`src/rtl/fft_disp_pkg.sv`:
```
// ----------------------------------------------------------------------------
// fft_disp_pkg
// Shared definitions for the 8-point FFT LED display path. The widths and
// display height here are used by the magnitude-to-bar stage (my_sqrt), the
// fft8 top and the LED column mux.
//   DEF_IN_W    : width of the squared-magnitude word fed to each bin
//   DEF_OUT_W   : width of the bar-height word driven to the LED mux
//   DEF_MAX_OUT : LED column height, the ceiling for a bar
// ----------------------------------------------------------------------------
package fft_disp_pkg;

   localparam int unsigned DEF_IN_W    = 7;
   localparam int unsigned DEF_OUT_W   = 4;
   localparam int unsigned DEF_MAX_OUT = 8;

   typedef logic [DEF_IN_W-1:0]  mag_sq_t;
   typedef logic [DEF_OUT_W-1:0] bar_h_t;

endpackage : fft_disp_pkg

```
`src/rtl/isqrt_round.sv`:
```
// ----------------------------------------------------------------------------
// isqrt_round
// Combinational rounded integer square root. A digit-by-digit (two input bits
// per step) square root gives the floor root q and the remainder
// rem = number - q^2. The result is rounded to nearest by incrementing q when
// rem > q, which is the same as number > q^2 + q. Halves cannot occur for
// integer inputs. The result is not saturated.
// Ports:
//   number : IN_W-bit unsigned input
//   root   : ceil(IN_W/2)+1-bit rounded square root
// ----------------------------------------------------------------------------
module isqrt_round
   import fft_disp_pkg::*;
#(
   parameter int unsigned IN_W = DEF_IN_W
) (
   input  logic [IN_W-1:0]     number,
   output logic [(IN_W+1)/2:0] root
);

   localparam int unsigned PAIRS = (IN_W + 1) / 2;   // bit pairs processed
   localparam int unsigned NW    = 2 * PAIRS;        // input padded to pairs
   localparam int unsigned QW    = PAIRS + 1;        // root width
   localparam int unsigned RW    = PAIRS + 2;        // remainder width
   localparam int unsigned AW    = RW + 2;           // remainder with next pair

   logic [NW-1:0] n_pad;
   logic [QW-1:0] q;
   logic [RW-1:0] rem;
   logic [AW-1:0] acc;
   logic [AW-1:0] trial;
   logic          round_up;

   always_comb begin
      n_pad    = NW'(number);
      q        = '0;
      rem      = '0;
      acc      = '0;
      trial    = '0;
      for (int unsigned i = 0; i < PAIRS; i++) begin
         // Bring down the next bit pair; try subtracting 4q+1.
         acc              = {rem, n_pad[NW-1-2*i -: 2]};
         trial            = '0;
         trial[QW+1:0]    = {q, 2'b01};
         if (acc >= trial) begin
            acc = acc - trial;
            q   = {q[QW-2:0], 1'b1};
         end else begin
            q   = {q[QW-2:0], 1'b0};
         end
         // Remainder never exceeds 2q, so the top bits of acc are zero here.
         rem = acc[RW-1:0];
      end
      round_up = (rem > {1'b0, q});
      root     = q + {{(QW-1){1'b0}}, round_up};
   end

endmodule : isqrt_round

```
`src/rtl/my_sqrt.sv`:
```
// ----------------------------------------------------------------------------
// my_sqrt
// Registered bar height for one FFT bin: round-to-nearest square root of the
// squared magnitude, saturated to the LED column height. One cycle latency,
// a new input is accepted every cycle.
// Ports:
//   clk         : rising-edge FFT clock
//   rst         : synchronous active-high reset, clears SquareRoot1
//   Number      : IN_W-bit unsigned squared magnitude
//   SquareRoot1 : OUT_W-bit registered bar height, min(round(sqrt(Number)), MAX_OUT)
// ----------------------------------------------------------------------------
module my_sqrt
   import fft_disp_pkg::*;
#(
   parameter int unsigned IN_W    = DEF_IN_W,
   parameter int unsigned OUT_W   = DEF_OUT_W,
   parameter int unsigned MAX_OUT = DEF_MAX_OUT
) (
   input  logic             clk,
   input  logic             rst,
   input  logic [IN_W-1:0]  Number,
   output logic [OUT_W-1:0] SquareRoot1
);

   localparam int unsigned RT = (IN_W + 1) / 2 + 1;

   logic [RT-1:0]    root_raw;
   logic [OUT_W-1:0] bar_next;

   isqrt_round #(
      .IN_W (IN_W)
   ) u_isqrt (
      .number (Number),
      .root   (root_raw)
   );

   always_comb begin
      bar_next = OUT_W'(root_raw);
      if (root_raw > RT'(MAX_OUT)) begin
         bar_next = OUT_W'(MAX_OUT);
      end
   end

   always_ff @(posedge clk) begin
      if (rst) begin
         SquareRoot1 <= '0;
      end else begin
         SquareRoot1 <= bar_next;
      end
   end

endmodule : my_sqrt

```
`config.mk`:
```
export PLATFORM = sky130hd
export DESIGN_NAME = my_sqrt
export DESIGN_NICKNAME = d
export VERILOG_FILES = /design/src/rtl/fft_disp_pkg.sv /design/src/rtl/isqrt_round.sv /design/src/rtl/my_sqrt.sv
export SDC_FILE = /design/constraint.sdc
export NUM_CORES = 1
export LEC_CHECK = 0
export CAP_MARGIN = 20
export CORE_UTILIZATION = 45
export CTS_BUF_LIST = sky130_fd_sc_hd__clkbuf_4 sky130_fd_sc_hd__clkbuf_8
export DETAILED_ROUTE_END_ITERATION = 10
export DONT_BUFFER_PORTS = 1
export GPL_ROUTABILITY_DRIVEN = 1
export GPL_TIMING_DRIVEN = 0
export PLACE_DENSITY = 0.69
export SLEW_MARGIN = 20
export SYNTH_ARGS = -nofsm -noshare
export SYNTH_HDL_FRONTEND = slang
export SYNTH_SLANG_ARGS = --single-unit
export TNS_END_PERCENT = 5
```
`constraint.sdc`:
```
create_clock -name clk -period 9.8 [get_ports clk]
set_input_delay 2.45 -clock clk [delete_from_list [all_inputs] [get_ports clk]]
set_output_delay 2.45 -clock clk [all_outputs]
set_load 0.03 [all_outputs]
```
== Word-level counts from Yosys, hierarchy flattened ==
Index checks and enable logic that the tools add are counted.
Cells by class
  $add $sub $neg: 5
  magnitude comparators: 6
  muxes and demuxes: 9
  reduce and logical (&&, ||, !) cells: 1
Operators with widths (count)
  two-way mux 6 bit: 4
  >= comparator 8 x 3 -> 1 bit: 1
  >= comparator 8 x 4 -> 1 bit: 1
  >= comparator 8 x 5 -> 1 bit: 1
  greater-than comparator 6 x 4 -> 1 bit: 1
  subtractor 6 x 3 -> 6 bit: 1
  subtractor 6 x 4 -> 6 bit: 1
  subtractor 6 x 5 -> 6 bit: 1
  adder 4 x 1 -> 5 bit: 1
  greater-than comparator 5 x 4 -> 1 bit (second input constant): 1
  two-way mux 1 bit: 4
  two-way mux 4 bit: 1
  OR reduction 2 bit: 1
  subtractor 1 x 1 -> 2 bit (second input constant): 1
  >= comparator 1 bit (second input constant): 1
Word-level totals
  register bits: 4
  output and inout port bits: 4
  word-level logic and storage cells: 23

== Depth between registers and ports, before layout ==
  depth in word-level cells: 12
  mapped depth: 35
  gate-level depth less buffers: 33

== Modules after synthesis ==
Synthesis repeated with hierarchy kept, for this count alone.
Unflattened totals
  cells, all modules: 119
  area, all modules: 978.4 sq um
Modules (own cells, without submodules)
  isqrt_round: times used 1, cells an instance 111, area each 862.1 sq um, seq. area each 0.0 sq um
  my_sqrt: times used 1, cells an instance 8, area each 116.4 sq um, seq. area each 80.1 sq um

== Worst setup path after synthesis ==
OpenSTA, ideal clock, no wires.
  path kind: input -> register
  start point: input Number[4]
  end point: register SquareRoot1[2]
  library setup time: 0.064 ns
  data arrival time: 7.858 ns
  required time: 9.736 ns
  setup slack: 1.878 ns
  stages: 31
  buffers on the path: 2
  cells stage by stage: buf_6 > inv_1 > ha_1 > inv_1 > ha_1 > or2_1 > buf_2 > a21oi_1 > ha_1 > a32oi_2 > nand3_4 > a21oi_1 > ha_1 > a21o_1 > a21oi_1 > o221a_4 > and2_4 > mux2_4 > ha_1 > a21oi_1 > a2bb2oi_1 > nor2b_1 > mux2i_1 > nor4b_1 > nor3_1 > ha_1 > ha_1 > a211o_1 > a21oi_1 > a21oi_1 > nor2_1
Between the ends
  word-level cells in the longest chain between the ends: 10
  elaborated cells between the ends (all ways): 16
  those cells by class: 4 x add/sub; 5 x order compare; 6 x mux; 1 x reduce/logical
RTL lines
  start, declared: line my_sqrt.sv:21  | input logic [IN_W-1:0] Number,
  >= comparator 8 x 3 -> 1 bit / subtractor 6 x 3 -> 6 bit (equally long branches): line isqrt_round.sv:45, isqrt_round.sv:46
  two-way mux 6 bit / two-way mux 1 bit (equally long branches): line isqrt_round.sv:45  | if (acc >= trial) begin
  >= comparator 8 x 4 -> 1 bit / subtractor 6 x 4 -> 6 bit (equally long branches): line isqrt_round.sv:45, isqrt_round.sv:46
  two-way mux 6 bit / two-way mux 1 bit (equally long branches): line isqrt_round.sv:45
  >= comparator 8 x 5 -> 1 bit / subtractor 6 x 5 -> 6 bit (equally long branches): line isqrt_round.sv:45, isqrt_round.sv:46
  two-way mux 6 bit / two-way mux 1 bit (equally long branches): line isqrt_round.sv:45
  greater-than comparator 6 x 4 -> 1 bit: line isqrt_round.sv:54  | round_up = (rem > {1'b0, q});
  adder 4 x 1 -> 5 bit *: line isqrt_round.sv:55  | root = q + {{(QW-1){1'b0}}, round_up};
  greater-than comparator 5 x 4 -> 1 bit: line my_sqrt.sv:39  | if (root_raw > RT'(MAX_OUT)) begin
  OR reduction 2 bit (no line)
  end signal, assigned: line my_sqrt.sv:48  | SquareRoot1 <= bar_next;
  end, declared: line my_sqrt.sv:22  | output logic [OUT_W-1:0] SquareRoot1
Mark *: on every way between the ends. The rest lies on a longest branch, timed or not.
A chain may end at the register's enable or synchronous reset.

== Worst setup path after layout ==
Ends and elaborated chain as after synthesis.

==> out/results.txt <==
The flow ran to the end, and the final reports show no timing, DRC or antenna violations. The pin count of the biggest net entering global routing was 11; the largest fanout on the critical path was 10. The power density over the cells was 158.5 nW/um^2; the number of hold violations in the final report was 0. Remaining global-route overflow: 0. The number of antenna violations at the first check in global routing is 0. Summing the sequential cell areas from Yosys gives 8.499% of the chip area. The number of antenna diodes in the final layout is 0. The analysis attributes to cell leakage a power of 0.0004572 uW. For the yosys synthesis warning count, the log shows 0.

The total global-route track usage was 18.33%; the placer congestion estimate was 0.7821. The starting utilization of the core area is 48.02%. The maximum level of the CTS H-tree was 1; the area growth from synthesis to final layout was 5.976%.

The number of instances in the synthesized netlist was 114. The worst-case headroom to the max-slew limit is 74.91%. Post-CTS repair changed the size of 0 cells.

Setup violations remaining at the end of the flow were counted as 0. The max-slew violation count was 0. The total of buffers placed on input and output ports is 0.

The worst hold path belongs to the class primary input to flip-flop. Data arrives at the worst endpoint at 8.45 ns. The met3 routed wirelength was 79 microns. In the final routing, the length of wire on met1 measures 878 microns. The core region is 1962 sq um.

The distinct cell type count after synthesis is 44, and the flip-flop count of the largest register after layout is 4. The top cell types in the final layout, fill and taps aside, are 17 x ha_1, 15 x inv_1, 11 x a21oi_1. After legalization and detailed placement, the total HPWL measured 1586 microns. The width of the die works out to 47.76 microns. The cell seen most often among critical-path stages was ha_1. Power comes to 158.3 uW. Total iterations of the first detailed-routing run: 4. The tools report the fmax as 120.7 MHz.

The number of global-route vias before repair was 706; the buffer count from post-CTS setup fixing was 0. After clock tree synthesis, the clock-pin slew on the worst setup and hold paths is 0.04 ns. For the final routed database, the setup TNS stands at 0 ns. The highest layer used for signal routing was met3. The floorplan has 16 rows.

Clock tree synthesis inserted a total of 3 buffers. After synthesis, the mean cell area works out to 8.265 sq um. Fill cells in the final layout number 210. The number of ports placed on the die boundary is 13.

The routed length per instance was 12.99 microns. In the final design database the tool counted 145 nets. The synthesized netlist occupies a cell area of 942.2 sq um.

When the netlist entered floorplanning its net count stood at 140. The run gives 141 as the post-placement cell count. At the worst endpoint, the required time is 9.97 ns.

In this run the remaining antenna-violating nets after routing total 0. The finished layout holds 144 standard cells, fillers aside. For this run, the leading register cell type out of synthesis is dfxtp_1. The logs give 50.89% for the post-layout utilization of the core and 11 for the violation count after the first detailed-route iteration. The tools report the element type at the critical path end as a flip-flop.

The total routed wirelength was 1871 microns; the maximum ir drop on the vdd rail was 0.0001191 V. The share of async-settable or async-resettable flops after synthesis works out to 0%. STA classifies the critical path startpoint as a primary input. Counting flops with a built-in enable in the synthesized netlist gives 0.

The final critical-path required period was 8.283 ns. In the final layout, the share of cells above drive strength 1 is 15.38%. Flop and latch count out of synthesis: 4. The register with the highest flop count was SquareRoot1. Setup repair after global routing left no endpoint under its margin. The finished cells cover 998.5 sq um. For this design, the slowest cell found on the critical path is a32oi_2. The master cell of the clock root buffer was clkbuf_4. Clock tree buffer depth: 2.

The die covers 2281 sq um. Across the run, the number of max-cap violations was 0. The worst setup path is of the primary input to flip-flop kind. TritonCTS built the clock tree. The height of the die was 47.76 microns; the total of hold buffers inserted after clock tree synthesis was 0.

Detailed routing placed a total of 914 microns of wire on met2. The post-detailed-route via-to-cell ratio is 5.694. The first global-routing pass estimated 2925 microns of wire. For this run, the slowest stage of the critical path takes 0.37 ns.

In the final layout, the registers with the most flip-flops are SquareRoot1: 4 flops. The clock net in this run drives a total of 4 sinks. For this block, the via count after detailed routing is 820. Leaving out fill and tap cells, the most frequent cell in the layout is ha_1. The cell area after placement is 975.9 sq um. The measured slew at the worst slew-check pin was 0.3659 ns.

The DRC violations left is 0. The final critical-path share of the clock period is 84.52%.
[power breakdown]
group,switching [uW],leakage [uW],internal [uW],total [uW]
Combinational,57.8,0.000411,51.4,109
Sequential,8.89,0.0000329,20.3,29.2
Clock,6.23,0.0000138,13.7,19.9
[layer usage]
| metal | global-route usage [%] | vias up |
|---|---|---|
| met4 | 0 | 0 |
| met1 | 23.39 | 382 |
| met2 | 31.89 | 16 |
| met5 | 0 | - |
| li1 | - | 422 |
| met3 | 6.038 | 0 |
[cells in the mapped netlist (2+ instances only)]
library cell	n	area [sq um]
a21oi_1	11	55.05
inv_1	15	56.30
nand3_1	3	15.01
xor2_1	2	17.52
nor3_1	3	15.01
mux2i_1	4	40.04
nor4b_1	2	17.52
and2_1	2	12.51
xnor2_1	4	35.03
nor2b_1	3	18.77
nor2_1	8	30.03
dfxtp_1	4	80.08
a21o_1	2	15.01
o211ai_1	2	15.01
ha_1	17	212.7
nand2_1	4	15.01
[area by class of cell]
cell class | instances | area, sq um | share of cell area (%)
Multi-Input combinational cell | 93 | 789.5 | 79.07
Sequential cell | 4 | 80.08 | 8.020
Inverter | 15 | 56.30 | 5.639
Tap cell | 27 | 33.78 | 3.383
Clock buffer | 3 | 22.52 | 2.256
Buffer | 2 | 16.27 | 1.629
[worst max-delay path: cells and delay by family]
family | cells | cell delay, ns
simple gates | 7 | 1.16
fa+ha+maj | 7 | 1.81
buf+inv | 4 | 0.42
compound gates | 11 | 2.21
mux | 2 | 0.40
[path summary, 6_finish.rpt]
kind	startpoint	to	cells after the start
max	Number[4]	SquareRoot1[2]	31
min	rst	SquareRoot1[2]	1
[through the flow]
step | hold slack, ns | worst slack [ns]
5_1_grt | 2.258 | 1.056
2_1_floorplan | 2.522 | 1.878
6_report | 2.285 | 1.517
3_3_place_gp | 2.524 | 1.422
4_1_cts | 2.278 | 1.463
3_5_place_dp | 2.525 | 1.252
[kinds of logic after synthesis]
family / synth area share [%]
simple gates: 23.11
compound gates: 25.23
buf+inv: 7.702
fa+ha+maj: 22.58
xor+xnor: 5.578
mux: 7.303
flops: 8.500
Note: power is estimated with default switching activity, not from simulation.
